## src/rtl/serial_adder.sv

```systemverilog
// Bit-serial adder: one full-adder slice per clock, LSB first, with a
// valid/ready handshake on the operand side and on the result side.
module serial_adder #(
  parameter int WIDTH = 8
) (
  input  logic             clk,
  input  logic             rst,
  input  logic             in_valid,
  output logic             in_ready,
  input  logic [WIDTH-1:0] a,
  input  logic [WIDTH-1:0] b,
  input  logic             cin,
  output logic             out_valid,
  input  logic             out_ready,
  output logic [WIDTH-1:0] sum,
  output logic             carry
);

  localparam int IDX_W = (WIDTH > 1) ? $clog2(WIDTH) : 1;
  localparam logic [IDX_W-1:0] LAST_IDX = IDX_W'(WIDTH - 1);

  typedef enum logic [1:0] {
    IDLE,
    ADD,
    DONE
  } state_t;

  state_t           state;
  state_t           state_next;
  logic [WIDTH-1:0] a_reg;
  logic [WIDTH-1:0] b_reg;
  logic [WIDTH-1:0] sum_reg;
  logic             c_reg;
  logic [IDX_W-1:0] idx;
  logic             last_bit;
  logic             a_bit;
  logic             b_bit;

  assign last_bit = (idx == LAST_IDX);
  assign a_bit    = a_reg[idx];
  assign b_bit    = b_reg[idx];

  always_ff @(posedge clk) begin
    if (rst) begin
      state <= IDLE;
    end else begin
      state <= state_next;
    end
  end

  always_comb begin
    state_next = state;
    in_ready   = 1'b0;
    out_valid  = 1'b0;
    case (state)
      IDLE: begin
        in_ready = 1'b1;
        if (in_valid) begin
          state_next = ADD;
        end
      end
      ADD: begin
        if (last_bit) begin
          state_next = DONE;
        end
      end
      DONE: begin
        out_valid = 1'b1;
        if (out_ready) begin
          state_next = IDLE;
        end
      end
      default: state_next = IDLE;
    endcase
  end

  // The carry register doubles as the carry-out once the MSB slice has run.
  always_ff @(posedge clk) begin
    if (rst) begin
      a_reg   <= '0;
      b_reg   <= '0;
      sum_reg <= '0;
      c_reg   <= 1'b0;
      idx     <= '0;
    end else begin
      case (state)
        IDLE: begin
          if (in_valid) begin
            a_reg   <= a;
            b_reg   <= b;
            sum_reg <= '0;
            c_reg   <= cin;
            idx     <= '0;
          end
        end
        ADD: begin
          sum_reg[idx] <= a_bit ^ b_bit ^ c_reg;
          c_reg        <= (a_bit & b_bit) | (a_bit & c_reg) | (b_bit & c_reg);
          idx          <= last_bit ? '0 : idx + IDX_W'(1);
        end
        default: begin
        end
      endcase
    end
  end

  assign sum   = sum_reg;
  assign carry = c_reg;

endmodule

```

## config.mk

```make
export PLATFORM = sky130hd
export DESIGN_NAME = serial_adder
export DESIGN_NICKNAME = d
export VERILOG_FILES = /design/src/rtl/serial_adder.sv
export SDC_FILE = /design/constraint.sdc
export NUM_CORES = 1
export LEC_CHECK = 0
export CORE_MARGIN = 1
export CORE_UTILIZATION = 45
export CTS_CLUSTER_SIZE = 16
export DETAILED_ROUTE_END_ITERATION = 8
export PLACE_DENSITY = 0.74
export SLEW_MARGIN = 15
export SYNTH_ARGS = -nofsm -noshare
export SYNTH_HDL_FRONTEND = slang
export SYNTH_SLANG_ARGS = --single-unit
```

## constraint.sdc

```tcl
create_clock -name clk -period 2.3 [get_ports clk]
set_input_delay 0.23 -clock clk [delete_from_list [all_inputs] [get_ports clk]]
set_output_delay 0.23 -clock clk [all_outputs]
set_load 0.02 [all_outputs]
```

---- Yosys cells after proc, flatten, opt, wreduce, memory -nomap -nowiden ----
Cells that the tools add are included.
operators by class
  add/subtract/negate cells ............... 1
  multipliers ............................. 0
  div/mod/pow operators ................... 0
  magnitude comparators ................... 2
  equality and inequality tests ........... 6
  shifts and indexed selects .............. 0
  muxes and demuxes ....................... 20
  bitwise logic cells ..................... 7
  reductions and logical operators ........ 6
operators by type and width
  cell                                                                                 number
  8-bit case mux with 2 select lines                                                   1
  8-bit bitwise mux                                                                    1
  8-bit 2-to-1 mux                                                                     1
  1-bit binary-select mux with 3-bit select                                            2
  1-bit 2-to-1 mux                                                                     6
  2-bit 2-to-1 mux                                                                     3
  3-bit 2-to-1 mux                                                                     2
  2-bit != test, second input constant                                                 3
  2-bit case mux with 3 select lines                                                   1
  3-bit case mux with 2 select lines                                                   1
  3-bit by 4-bit < comparator with 1-bit output, second input constant                 1
  2-bit AND reduction                                                                  2
  3-bit by 1-bit adder with 3-bit output, second input constant                        1
  1-bit bitwise AND                                                                    3
  1-bit demux with 3-bit select                                                        1
  3-bit equality test, second input constant                                           1
  3-bit by 1-bit greater-or-equal comparator with 1-bit output, second input constant  1
  3-bit AND reduction                                                                  1
  2-bit by 1-bit equality test with 1-bit output, second input constant                1
  2-bit equality test, second input constant                                           1
  2-bit zero test                                                                      1
  1-bit bitwise OR                                                                     2
  1-bit case mux with 2 select lines                                                   1
  2-bit nonzero test                                                                   1
  2 further kinds                                                                      3
word-level totals
  flip-flop bits (word level) ............. 30
  bits in latches ......................... 0
  memory bits (writable) .................. 0
  memory bits (read-only) ................. 0
  output and inout port bits .............. 11
  memories kept ........................... 0

---- Logic depth before layout (Yosys ltp) ----
Gate-level depths: netlist of run 1.
  depth after elaboration ................. 6
  depth in mapped cells ................... 8
  gate-level depth less buffers ........... 6

---- Worst setup path before layout of run 1 ----
No wires, ideal clock.
  path type ............................... register to register
  start point ............................. reg idx[1]
  end point ............................... reg sum_reg[1] (netlist: sum[1])
  setup time .............................. 0.059 ns
  arrival ................................. 2.309 ns
  required time ........................... 2.241 ns
  slack ................................... -0.068 ns
  cell stages (with the launch flop) ...... 9
  path buffers ............................ 2
  clock period less this slack ............ 2.368 ns
  path through ............................ dfxtp_1 > buf_2 > mux4_2 > mux2i_1 > fa_1 > or2_1 > buf_2 > nor4_1 > a31o_1
between the ends
  cells in the longest elaborated chain, start to end .. 6
ends and longest elaborated chain
  item                                                                                               RTL line  RTL
  from (decl)                                                                                        34        logic [IDX_W-1:0] idx;
  from (signal assigned)                                                                             99        idx <= last_bit ? '0 : idx + IDX_W'(1);
  3-bit by 4-bit < comparator with 1-bit output (implied by the code), or another cell as far along  97        sum_reg[idx] <= a_bit ^ b_bit ^ c_reg;
  1-bit logical AND (implied by the code), or another cell as far along                              97
  1-bit 2-to-1 mux (implied by the code) / 1-bit XOR (equally long branches)                         97
  1-bit demux with 3-bit select / 1-bit XOR (equally long branches)                                  97
  8-bit bitwise mux (*)                                                                              97
  8-bit case mux with 2 select lines (*)                                                             86        case (state)
  to (signal, indexed assignment)                                                                    97
  to (decl)                                                                                          32        logic [WIDTH-1:0] sum_reg;
Every way passes the cells marked *; elsewhere a longest branch is shown, timed or not. The select of a mux whose other input is x is not followed.
A chain may end at the register's enable or synchronous reset.

---- Worst setup path in the final report of run 1 ----
Same ends and word-level chain as after synthesis.

==> flow_metrics.env, run 1 <==
export IMPL_status="finished clean"
export IMPL_rows=20
export IMPL_slew_violations=0
export IMPL_crit_required_ns=2.58
export IMPL_critPathCaptureType="flop"
export IMPL_whs_ns=0.441
export IMPL_p_comb_frac=0.151
export IMPL_drc=0
export IMPL_yosysSeqAreaShare=0.410
export IMPL_critPathKind="flop to flop"
export IMPL_drv_cap=0
export IMPL_antenna_cells=0
export IMPL_cts_root_buffer="clkbuf_4"
export IMPL_seqPwrFrac=0.538
export IMPL_antenna_found_initial=0
export IMPL_multi_input_area_um2=772
export IMPL_drtPass1Iterations=4
export IMPL_synth_distinct_cells=37
export IMPL_grt_setup_unrepaired="true"
export IMPL_io_pins=32
export IMPL_drive_gt1_frac=0.153
export IMPL_numCtsBuffers=5
export IMPL_grt_pass1_vias=1185
export IMPL_critPathMaxFanout=8
export IMPL_hp_class="primary input to flop"
export IMPL_initialDrtViolationCount=70
export IMPL_crit_slowest_cell="mux4_2"
export IMPL_grt_ovfl_total=0
export IMPL_grt_max_degree=24
export IMPL_nFillCells=281
export IMPL_antenna_left=0
export IMPL_die_width_um=59.1
export IMPL_clock_sinks=30
export IMPL_power_per_cell_area_mw_per_mm2=567
export IMPL_fin_nets=213
export IMPL_setup_viol=0
export IMPL_place_inst=226
export IMPL_slew_limit_headroom=0.655
export IMPL_h_tree_depth=2
export IMPL_worst_path_buf_inv=0
export IMPL_initial_core_util=0.476
export IMPL_pre_cts_ws_ns=-0.135
export IMPL_synth_top_cell_area_share=0.410
export IMPL_hpwl_um=2290
export IMPL_cts_tree="done"
export IMPL_power_net_switching_w=0.000272
export IMPL_critical_path_max_stage_delay_ns=0.52
export IMPL_ir_worst_vdd_mv=0.366
export IMPL_power_total_w=0.00104
export IMPL_instances_no_fill=234
export IMPL_grtUsageTotal=0.203
export IMPL_drt_wl_total_um=3050
export IMPL_pwr_share_clk=0.311
export IMPL_wire_per_inst_um=13.0
export IMPL_p_int_w=0.000772
export IMPL_power_switching_share=0.261
export IMPL_synth_seq_cells=30
export IMPL_place_gp_congestion=0.853
export IMPL_leakagePower_nw=0.645
export IMPL_syn_avg_cell_area_um2=9.21
export IMPL_regArea_um2=604
export IMPL_netlist_area_mm2=0.00147
export IMPL_ys_warn_count=0
export IMPL_via_per_inst=5.17
export IMPL_synth_cells=159
export IMPL_grt_pass1_wl_um=5180
export IMPL_clk_latency_ns=0.33
export IMPL_core_area_mm2=0.00308
export IMPL_crit_family="multiplexers"
export IMPL_critical_path_cell_chain="mux4_2 -> mux2i_2 -> fa_1 -> or2_4 -> nor4_2 -> a31o_1"
export IMPL_fin_skew_ns=0.00980
export IMPL_max_freq_mhz=439
export IMPL_worstMarginPinSlew_ns=0.517
export IMPL_arrival_ns=2.56
export IMPL_fp_dieArea_mm2=0.00349
export IMPL_hold_viol=0
export IMPL_fin_ws_ns=0.0236
export IMPL_syn_num_nets=183
export IMPL_start_kind="flop"
export IMPL_synth_top_cell_by_area="dfxtp_1"
export IMPL_clk_pin_slew_ns=0.09
export IMPL_finalCritPeriodShare=0.990
export IMPL_layout_min_cycle_time_ns=2.28
export IMPL_synthToLayoutAreaGrowth_pct=25.8
export IMPL_ctsLongestPathBuffers=2
export IMPL_vias=1209
export IMPL_numPortBuffers=31
export IMPL_die_h_um=59.1
export IMPL_synth_area_leaders="dfxtp_1 (41%), nand2_1 (9.7%), a21oi_1 (6.1%), mux4_2 (6.1%), a31o_1 (4.8%)"
-- area by class of cell --
class | count | area share
multi-input cells | 114 | 0.419
flip-flops and latches | 30 | 0.328
repair buffers | 35 | 0.185
clock buffers | 7 | 0.0299
well taps | 44 | 0.0299
inverters | 3 | 0.00611
clock inverters | 1 | 0.00272
-- power groups by stage --
stage | clock network, W | logic [W] | registers [W]
2_1_floorplan | 0 | 0.000110 | 0.000567
3_3_place_gp | 0 | 0.000147 | 0.000573
3_5_place_dp | 0 | 0.000153 | 0.000575
4_1_cts | 0.000330 | 0.000157 | 0.000562
5_1_grt | 0.000360 | 0.000174 | 0.000566
6_report | 0.000325 | 0.000157 | 0.000562
-- Yosys cell counts (all sizes together) --
cell / number
nand2: 39
or3b: 2
nor4b: 1
ha: 2
or2: 1
a221oi: 1
a21oi: 18
o21a: 1
o21bai: 1
nor2: 9
nor4: 2
a22oi: 2
dfxtp: 30
inv: 3
a31o: 8
mux4: 4
clkbuf: 2
nand2b: 2
nor3b: 2
nand3: 2
a32oi: 1
nand3b: 1
mux2i: 2
nor2b: 4
and3b: 1
nor3: 6
fa: 1
a211oi: 1
buf: 10
-- tightest hold or removal path: stages --
cell	delay (ns)
clkdlybuf4s50_1	0.39
nand2_1	0.05
a21oi_1	0.05
-- metrics by stage --
stage,cell area (µm²),setup TNS [ns],utilization
after floorplan,1490,0,-
after global placement,1770,-0.0395,0.575
after detailed placement,1770,-0.504,0.575
after CTS,1840,0,0.598
after global routing,1840,-0.145,0.599
final,1840,0,0.599
-- worst paths after layout --
kind	slack, ns	depth (start not counted)	to	from
hold / removal	0.44	3	a_reg[4]$_SDFFE_PP0P_	a[4]
setup reg to reg	0.02	6	sum[1]$_SDFFE_PP0P_	idx[1]$_SDFFE_PP0P_
setup / recovery	0.02	6	sum[1]$_SDFFE_PP0P_	idx[1]$_SDFFE_PP0P_
hold reg to reg	0.46	2	b_reg[7]$_SDFFE_PP0P_	b_reg[7]$_SDFFE_PP0P_
-- metal layers --
layer / vias up / GRT usage / wire length, µm
met4: 0 / 0.0782 / 44
met1: 565 / 0.222 / 1340
met5: - / 0 / 0
met2: 29 / 0.362 / 1510
li1: 610 / - / -
met3: 5 / 0.0677 / 154
-- cell usage in the layout (no fill, tap or decap), types with 3 or more instances in the layout --
cell type	Yosys	layout
a21oi_1	18	18
a31o_1	8	8
buf_4	2	4
clkbuf_4	0	5
clkdlybuf4s50_1	0	31
dfxtp_1	30	29
inv_1	3	3
mux4_2	4	4
nand2_1	38	38
nor2_1	8	8
nor2b_1	4	4
nor3_1	3	3
nor3_2	3	3
-- cells by family after synthesis --
family	share of synthesized area
AO/OA/AOI/OAI	0.147
adder cells (fa/ha/maj)	0.0307
buffers and inverters	0.0743
flip-flops	0.410
multiplexers	0.0752
AND/OR/NAND/NOR	0.263
-- repair_timing --
item,4_1_cts,5_1_grt
hold buffers,0,0
setup buffers,0,0
setup endpoints to repair,8,7
pin swaps,0,0
hold endpoints to repair,0,0
gates resized for setup,3,1
Note: power is estimated with default switching activity, not from simulation.
==> run 2: changes to the inputs <==
--- a/config.mk
+++ b/config.mk
@@ -5,11 +5,11 @@
 export SDC_FILE = /design/constraint.sdc
 export NUM_CORES = 1
 export LEC_CHECK = 0
-export CORE_MARGIN = 1
-export CORE_UTILIZATION = 45
+export CORE_MARGIN = 3
+export CORE_UTILIZATION = 49
 export CTS_CLUSTER_SIZE = 16
 export DETAILED_ROUTE_END_ITERATION = 8
-export PLACE_DENSITY = 0.74
+export PLACE_DENSITY = 0.77
 export SLEW_MARGIN = 15
 export SYNTH_ARGS = -nofsm -noshare
 export SYNTH_HDL_FRONTEND = slang
==> constraint.sdc (replaced) <==
create_clock -name clk -period 2.4 [get_ports clk]
set_input_delay 0.24 -clock clk [delete_from_list [all_inputs] [get_ports clk]]
set_output_delay 0.24 -clock clk [all_outputs]
set_load 0.02 [all_outputs]
==> run 2 against run 1 <==
Effect of this change: count of clock-buffer cells in the layout stayed put; core utilization is 4.6 points higher; final cell count is 6.0% lower; sequential share of layout area is 0.64 points higher; fmax is 0.30% higher; clock power is 16% lower; wire length is 0.66% higher; setup slack better by 0.11 ns; worst hold slack better by 0.017 ns.
==> flow_metrics.env, run 2 (same netlist as run 1, synthesis figures left out) <==
export IMPL_vias=1204
export IMPL_power_switching_share=0.262
export IMPL_postCtsSetupBuffers=0
export IMPL_power_total_w=0.000959
export IMPL_place_gp_congestion=0.816
export IMPL_fin_skew_ns=0.00563
export IMPL_drive_gt1_frac=0.138
export IMPL_hp_class="primary input to flop"
export IMPL_regArea_um2=604
export IMPL_drv_cap=0
export IMPL_drt_wl_total_um=3070
export IMPL_grt_ovfl_total=0
export IMPL_h_tree_depth=2
export IMPL_start_kind="flop"
export IMPL_rows=19
export IMPL_critPathKind="flop to flop"
export IMPL_cts_root_buffer="clkbuf_4"
export IMPL_grtUsageTotal=0.187
export IMPL_fin_nets=213
export IMPL_numCtsBuffers=5
export IMPL_clock_sinks=30
export IMPL_place_inst=213
export IMPL_grt_pass1_wl_um=4970
export IMPL_final_cell_mix="nand2_1 (38), clkdlybuf4s50_1 (31), dfxtp_1 (29)"
export IMPL_p_comb_frac=0.156
export IMPL_critPathMaxFanout=8
export IMPL_slew_limit_headroom=0.659
export IMPL_pwr_share_clk=0.283
export IMPL_status="finished clean"
export IMPL_grt_setup_unrepaired="false"
export IMPL_drc=0
export IMPL_p_int_w=0.000708
export IMPL_grt_pass1_vias=1143
export IMPL_worstMarginPinSlew_ns=0.511
export IMPL_power_net_switching_w=0.000252
export IMPL_antenna_cells=0
export IMPL_ir_worst_vdd_mv=0.365
export IMPL_slew_violations=0
export IMPL_die_h_um=60.7
export IMPL_antenna_found_initial=0
export IMPL_max_freq_mhz=441
export IMPL_hold_viol=0
export IMPL_fp_dieArea_mm2=0.00368
export IMPL_ctsHoldBuffers=0
export IMPL_arrival_ns=2.54
export IMPL_numPortBuffers=31
export IMPL_worst_path_buf_inv=0
export IMPL_hpwl_um=2310
export IMPL_die_width_um=60.7
export IMPL_finalCritPeriodShare=0.946
export IMPL_seqPwrFrac=0.561
export IMPL_via_per_inst=5.47
export IMPL_drtPass1Iterations=4
export IMPL_grt_max_degree=18
export IMPL_leakagePower_nw=0.635
export IMPL_layout_min_cycle_time_ns=2.27
export IMPL_power_per_cell_area_mw_per_mm2=531
export IMPL_pre_cts_ws_ns=-0.146
export IMPL_clk_latency_ns=0.33
export IMPL_crit_slowest_cell="mux4_2"
export IMPL_setup_viol=0
export IMPL_core_area_mm2=0.00281
export IMPL_synthToLayoutAreaGrowth_pct=23.4
export IMPL_fin_ws_ns=0.130
export IMPL_instances_no_fill=220
export IMPL_multi_input_area_um2=768
export IMPL_clk_pin_slew_ns=0.08
export IMPL_crit_family="multiplexers"
export IMPL_critical_path_cell_chain="mux4_2 -> mux2i_2 -> fa_1 -> or2_4 -> nor4_2 -> a31o_1"
export IMPL_critPathCaptureType="flop"
export IMPL_ctsLongestPathBuffers=2
export IMPL_placed_cell_area_mm2=0.00175
export IMPL_initial_core_util=0.522
export IMPL_io_pins=32
export IMPL_cts_tree="done"
export IMPL_final_common_cell="nand2_1"
export IMPL_critical_path_max_stage_delay_ns=0.51
export IMPL_antenna_left=0
export IMPL_final_area_mm2=0.00181
export IMPL_nFillCells=226
export IMPL_initialDrtViolationCount=45
export IMPL_crit_required_ns=2.67
export IMPL_wire_per_inst_um=14.0
[run 2: changes by cell type in the layout (fill, tap and decap cells not counted)]
cell,delta
mux2i_2,-1
clkbuf_1,+1
clkbuf_8,-1
clkinv_2,-1
mux2i_1,+1
[run 2: final cells by class]
type / count / area share
Multi-Input combinational cell: 114 / 0.425
Sequential cell: 30 / 0.334
Timing Repair Buffer: 35 / 0.188
Clock buffer: 7 / 0.0249
Tap cell: 31 / 0.0215
Inverter: 3 / 0.00623
[run 2: worst paths after layout]
check	end	from	slack (ns)	cells after the start
setup / recovery	sum[0]$_SDFFE_PP0P_	idx[1]$_SDFFE_PP0P_	0.13	6
hold / removal	a_reg[0]$_SDFFE_PP0P_	a[0]	0.46	3
setup reg to reg	sum[0]$_SDFFE_PP0P_	idx[1]$_SDFFE_PP0P_	0.13	6
hold reg to reg	b_reg[7]$_SDFFE_PP0P_	b_reg[7]$_SDFFE_PP0P_	0.46	2
[run 2: worst reg2reg max path, cell delays in order (launching register included)]
cell     delay, ns
dfxtp_4       0.39
mux4_2        0.51
mux2i_2       0.19
fa_1          0.45
or2_4         0.31
nor4_2        0.24
a31o_1        0.12
[run 2: through the flow]
| step | TNS, ns | hold WS [ns] | util |
|---|---|---|---|
| 2_1_floorplan | 0 | 0.318 | - |
| 3_3_place_gp | 0 | 0.449 | 0.623 |
| 3_5_place_dp | -0.676 | 0.451 | 0.623 |
| 4_1_cts | 0 | 0.442 | 0.640 |
| 5_1_grt | 0 | 0.433 | 0.645 |
| 6_report | 0 | 0.459 | 0.645 |
[run 2: power by group through the flow]
stage	combinational (W)	sequential [W]	clock [W]
after detailed placement	0.000146	0.000551	0
after floorplan	0.000101	0.000543	0
final	0.000150	0.000538	0.000272
after CTS	0.000149	0.000539	0.000282
after global placement	0.000141	0.000549	0
after global routing	0.000165	0.000541	0.000303
[run 2: metal layers]
metal	up-vias	GRT usage	routed length, µm
met3	6	0.0745	179
met2	27	0.301	1480
met1	556	0.218	1360
li1	615	-	-
met4	0	0.0867	49
met5	-	0	0
[run 2: timing repair]
item	CTS	global route
pin swaps	0	0
endpoints found under the setup margin	8	6
resized for setup	2	3
==> RTL edit 1 (config.mk and constraints of run 2) <==
The parameter `WIDTH` goes from 8 to 16.
--- a/src/rtl/serial_adder.sv
+++ b/src/rtl/serial_adder.sv
@@ -2,5 +2,5 @@
 // valid/ready handshake on the operand side and on the result side.
 module serial_adder #(
-  parameter int WIDTH = 8
+  parameter int WIDTH = 16
 ) (
   input  logic             clk,
Interface: changed (resized a, b and sum); port bits go from 32 to 56. No check against the original RTL was run, so the function may have changed too.
==> RTL edit 1 against run 2 <==
The flow now finishes with violations (negative setup slack); sequential cell count increased by 25; synthesized area grew 71%; routed wire length is 76% higher; first-iteration DRC count increased to 2.5 times the old value; sequential power up 82%; worst setup slack worse by 300 ps; non-clock buffer count up 33; power is 84% higher; design area up 81%; count of clock-buffer cells in the layout shrank 2; largest power group unchanged.
==> RTL edit 1: results (changes against run 2) <==
[outcome]
status = finished, violations left
violations = negative setup slack

[final_layout]
fillerInstances = 436  ; +93%
finalNetCount = 383  ; +80%
final_layout_size_suffix_gt1_share_pct = 11.40  ; -2.4 points
finalNonFillerCells = 409  ; +86%

[sta]
setup_viol = 16  ; +16
tns_ps = -2350  ; -2350 ps
worstMarginPinSlew_ps = 991.7  ; +480.7 ps
holdWs_ps = 455.2  ; -3.680 ps
fin_ws_ps = -170.2  ; -300.6 ps
finClkSkew_ps = 7.762  ; +2.132 ps

[setup_path]
slowest_stage = mux4_1
crit_path_max_incr_delay_ps = 580  ; +70 ps
r2r-start = idx[0]
cp_max_fo = 6  ; -2
r2r_cells = 7  ; +1
r2r-end = sum[1]

[global_routing]
gr-usage-met3_pct = 2.552  ; -4.9 points
grt_pass1_wl_um = 8956  ; +80%
grt_max_degree = 57  ; +39
grt_use_met2_pct = 31.61  ; +1.5 points
grt_pass1_vias = 2017  ; +76%
grt_use_total_pct = 17.92  ; -0.78 points

[drt]
drtIter0Drc = 114  ; +150%
dr_wl_met2_um = 2619  ; +77%
num_vias = 2185  ; +81%
wirelength_met1_um = 2446  ; +80%

[logic_synthesis]
synth_compound_area_share_pct = 17.89  ; +3.2 points
synth_cell_types = 32  ; -14%
synth_area_leaders = dfxtp_1, a21oi_1, nand2_1
synthTopCellsByCount = nand2_1, dfxtp_1, a21oi_1, o211ai_1, or3_1
yosys-mux-area-fraction_pct = 8.096  ; +0.58 points
syn_nets = 331  ; +81%
synthCells = 289  ; +82%
ys_seq_area_share_pct = 43.98  ; +3.0 points

[clock_network]
cts_setup_buffers = 3  ; +3
worstSkewPairLatency_ps = 300  ; -30 ps
cts_resized = 6  ; +4
ctsRootBufferMaster = clkbuf_8

[pwr]
clkPwrFrac_pct = 27.6  ; -0.7 points
switching_power_uw = 452.5  ; +80%
ir_drop_mv = 0.3193  ; -12%
cellLeakagePower_nw = 1.125  ; +77%
seqPwrFrac_pct = 55.5  ; -0.6 points

[min_path]
min_path_type = flip-flop to flip-flop
min_from = a_reg[0]

[placement]
gp_congestion = 0.7658  ; -6.1%
port_buffers = 55  ; +77%
dp_cells = 397  ; +86%
dpl_cell_area_sq_mm = 0.003110  ; +78%

RTL edit 1: worst max-delay path by stage:
stage | from | to | depth (start not counted)
detailed placement | idx[0] | sum[3] | 7
global route | idx[0] | sum[11] | 7
global placement | idx[0] | sum[1] | 7
floorplan | idx[0] | sum[0] | 8
finish | idx[0] | sum[1] | 7
CTS | idx[0] | sum[3] | 8
RTL edit 1: area by class of cell:
cell class	count	area, sq um	share of cell area, %
multi-input combinational	207	1297	39.70
sequential	55	1105	33.81
timing repair buffer	68	683.2	20.90
tap	67	83.83	2.565
clock buffer	5	68.82	2.106
clock inverter	3	15.01	0.4594
inverter	4	15.01	0.4594
RTL edit 1: worst register-to-register path: cells and delay by family (launching register included):
family                   cells  cell delay [ps]
flip-flops                   1              420
buffers and inverters        1              150
AND/OR/NAND/NOR              2              580
adder cells (fa/ha/maj)      1              470
AO/OA/AOI/OAI                2              300
multiplexers                 1              580
==> RTL edit 2 (settings of run 2) <==
Made on the original files. The 3 states of `state_t` get a one-hot encoding in 3 bits.
--- a/src/rtl/serial_adder.sv
+++ b/src/rtl/serial_adder.sv
@@ -20,8 +20,8 @@
   localparam logic [IDX_W-1:0] LAST_IDX = IDX_W'(WIDTH - 1);
 
-  typedef enum logic [1:0] {
-    IDLE,
-    ADD,
-    DONE
+  typedef enum logic [2:0] {
+    IDLE = 3'b001,
+    ADD  = 3'b010,
+    DONE = 3'b100
   } state_t;
 
Formal check against the unedited RTL: same outputs for any inputs over 10 cycles, from zero or initial values and one cycle with rst high; not proved beyond that.
==> RTL edit 2 against run 2 <==
Power up 18%; hold slack got worse by 28 ps; routed wire length rose by 12%; design area is 13% higher; die area is 8.4% higher; worst setup slack worse by 120 ps; sequential cell count up 1; synthesized area increased by 9.3%; critical path type unchanged; critical endpoint is now sum[2].
==> RTL edit 2: results (changes against run 2) <==
[logic_synthesis]
synth_area_leaders = dfxtp_1, nand2_1, a21oi_1
ys_seq_area_share_pct = 38.75  ; -2.2 points
synthTopCellsByCount = nand2_1, dfxtp_1, a21oi_1, mux2i_1, clkbuf_1
synth_cell_types = 39  ; +5.4%
syn_nets = 215  ; +17%
synth.avg_cell_area_sq_um = 8.385  ; -9.0%

[sta]
holdWs_ps = 430.8  ; -28.10 ps
finClkSkew_ps = 14.31  ; +8.680 ps
relSlewSlack_pct = 55.26  ; -11 points

[placement]
dpl_cell_area_sq_mm = 0.001937  ; +11%
gp_congestion = 0.8053  ; -1.3%
dp_cells = 256  ; +20%
hpwl_um = 2493  ; +7.8%

[setup_path]
crit_path_max_incr_delay_ps = 530  ; +20 ps
rrSetupSlack_ps = 20  ; -120 ps
cp_top_family = simple AND/OR/NAND/NOR gates
slowest_stage = fa_1
cp_max_fo = 10  ; +2
arrival_ps = 2620  ; +80 ps

[final_layout]
final_layout_size_suffix_gt1_share_pct = 14.55  ; +0.79 points
fillerInstances = 296  ; +31%
post-route-cell-area_sq_mm = 0.002038  ; +13%
finalNetCount = 243  ; +14%

[pwr]
cellLeakagePower_nw = 0.7088  ; +12%
ir_drop_mv = 0.3393  ; -7.0%

[clock_network]
ctsRootBufferMaster = clkbuf_4
path_clk_slew_ps = 110  ; +30 ps

[global_routing]
grt_use_total_pct = 18.38  ; -0.32 points
grt_pass1_wl_um = 5899  ; +19%
grt_max_degree = 23  ; +5

[drt]
wirelength_met1_um = 1504  ; +11%
wl_met3_um = 182  ; +1.7%
dr_wl_met2_um = 1668  ; +13%
drtIter0Drc = 77  ; +71%
num_vias = 1421  ; +18%
routed_wl_um = 3442  ; +12%

[outcome]
status = finished clean

## RTL edit 2: cell types whose count changed after synthesis, moves of 5 or more
cell,before,now
clkbuf_1,2,9
mux2i_1,2,10
nor2_1,8,3
nand3b_1,1,6
a21oi_1,18,24
a31o_1,8,0
## RTL edit 2: cells by family after synthesis
group,count (synthesis),share of synthesized area [%]
flops,31,38.75
compound gates,40,15.16
mux,12,7.656
buf+inv,25,7.890
fa+ha+maj,3,2.812
simple gates,80,27.73
## RTL edit 2: report_power, final
part | switching, mW | total, mW | internal [mW] | leakage (nW)
combinational | 0.0738 | 0.150 | 0.0762 | 0.407
clock | 0.188 | 0.434 | 0.246 | 0.0482
sequential | 0.0160 | 0.552 | 0.536 | 0.253
## RTL edit 2: final timing paths
check             startpoint  endpoint  depth (start not counted)
setup / recovery      idx[1]    sum[2]                          8
hold / removal          a[3]  a_reg[3]                          3
setup reg to reg      idx[1]    sum[2]                          8
hold reg to reg     b_reg[6]  b_reg[6]                          2
## RTL edit 2: what timing repair did
| item | CTS | global route |
|---|---|---|
| resized for setup | 1 | 4 |
| hold buffers | 0 | 0 |
| setup endpoints to repair | 5 | 7 |
| cloned | 0 | 0 |
| pin swaps | 0 | 2 |
## RTL edit 2: cell type report
class | count | share of cell area (%)
clock buffers | 6 | 2.517
flip-flops and latches | 31 | 30.51
clock inverters | 2 | 1.719
inverters | 6 | 1.105
multi-input cells | 135 | 42.73
repair buffers | 40 | 18.72
well taps | 44 | 2.701
## RTL edit 2: routing by layer
| metal | vias to the layer above | global-route usage [%] |
|---|---|---|
| li1 | 721 | - |
| met1 | 654 | 21.82 |
| met2 | 36 | 30.43 |
| met3 | 10 | 6.239 |
| met4 | 0 | 7.278 |
| met5 | - | 0 |
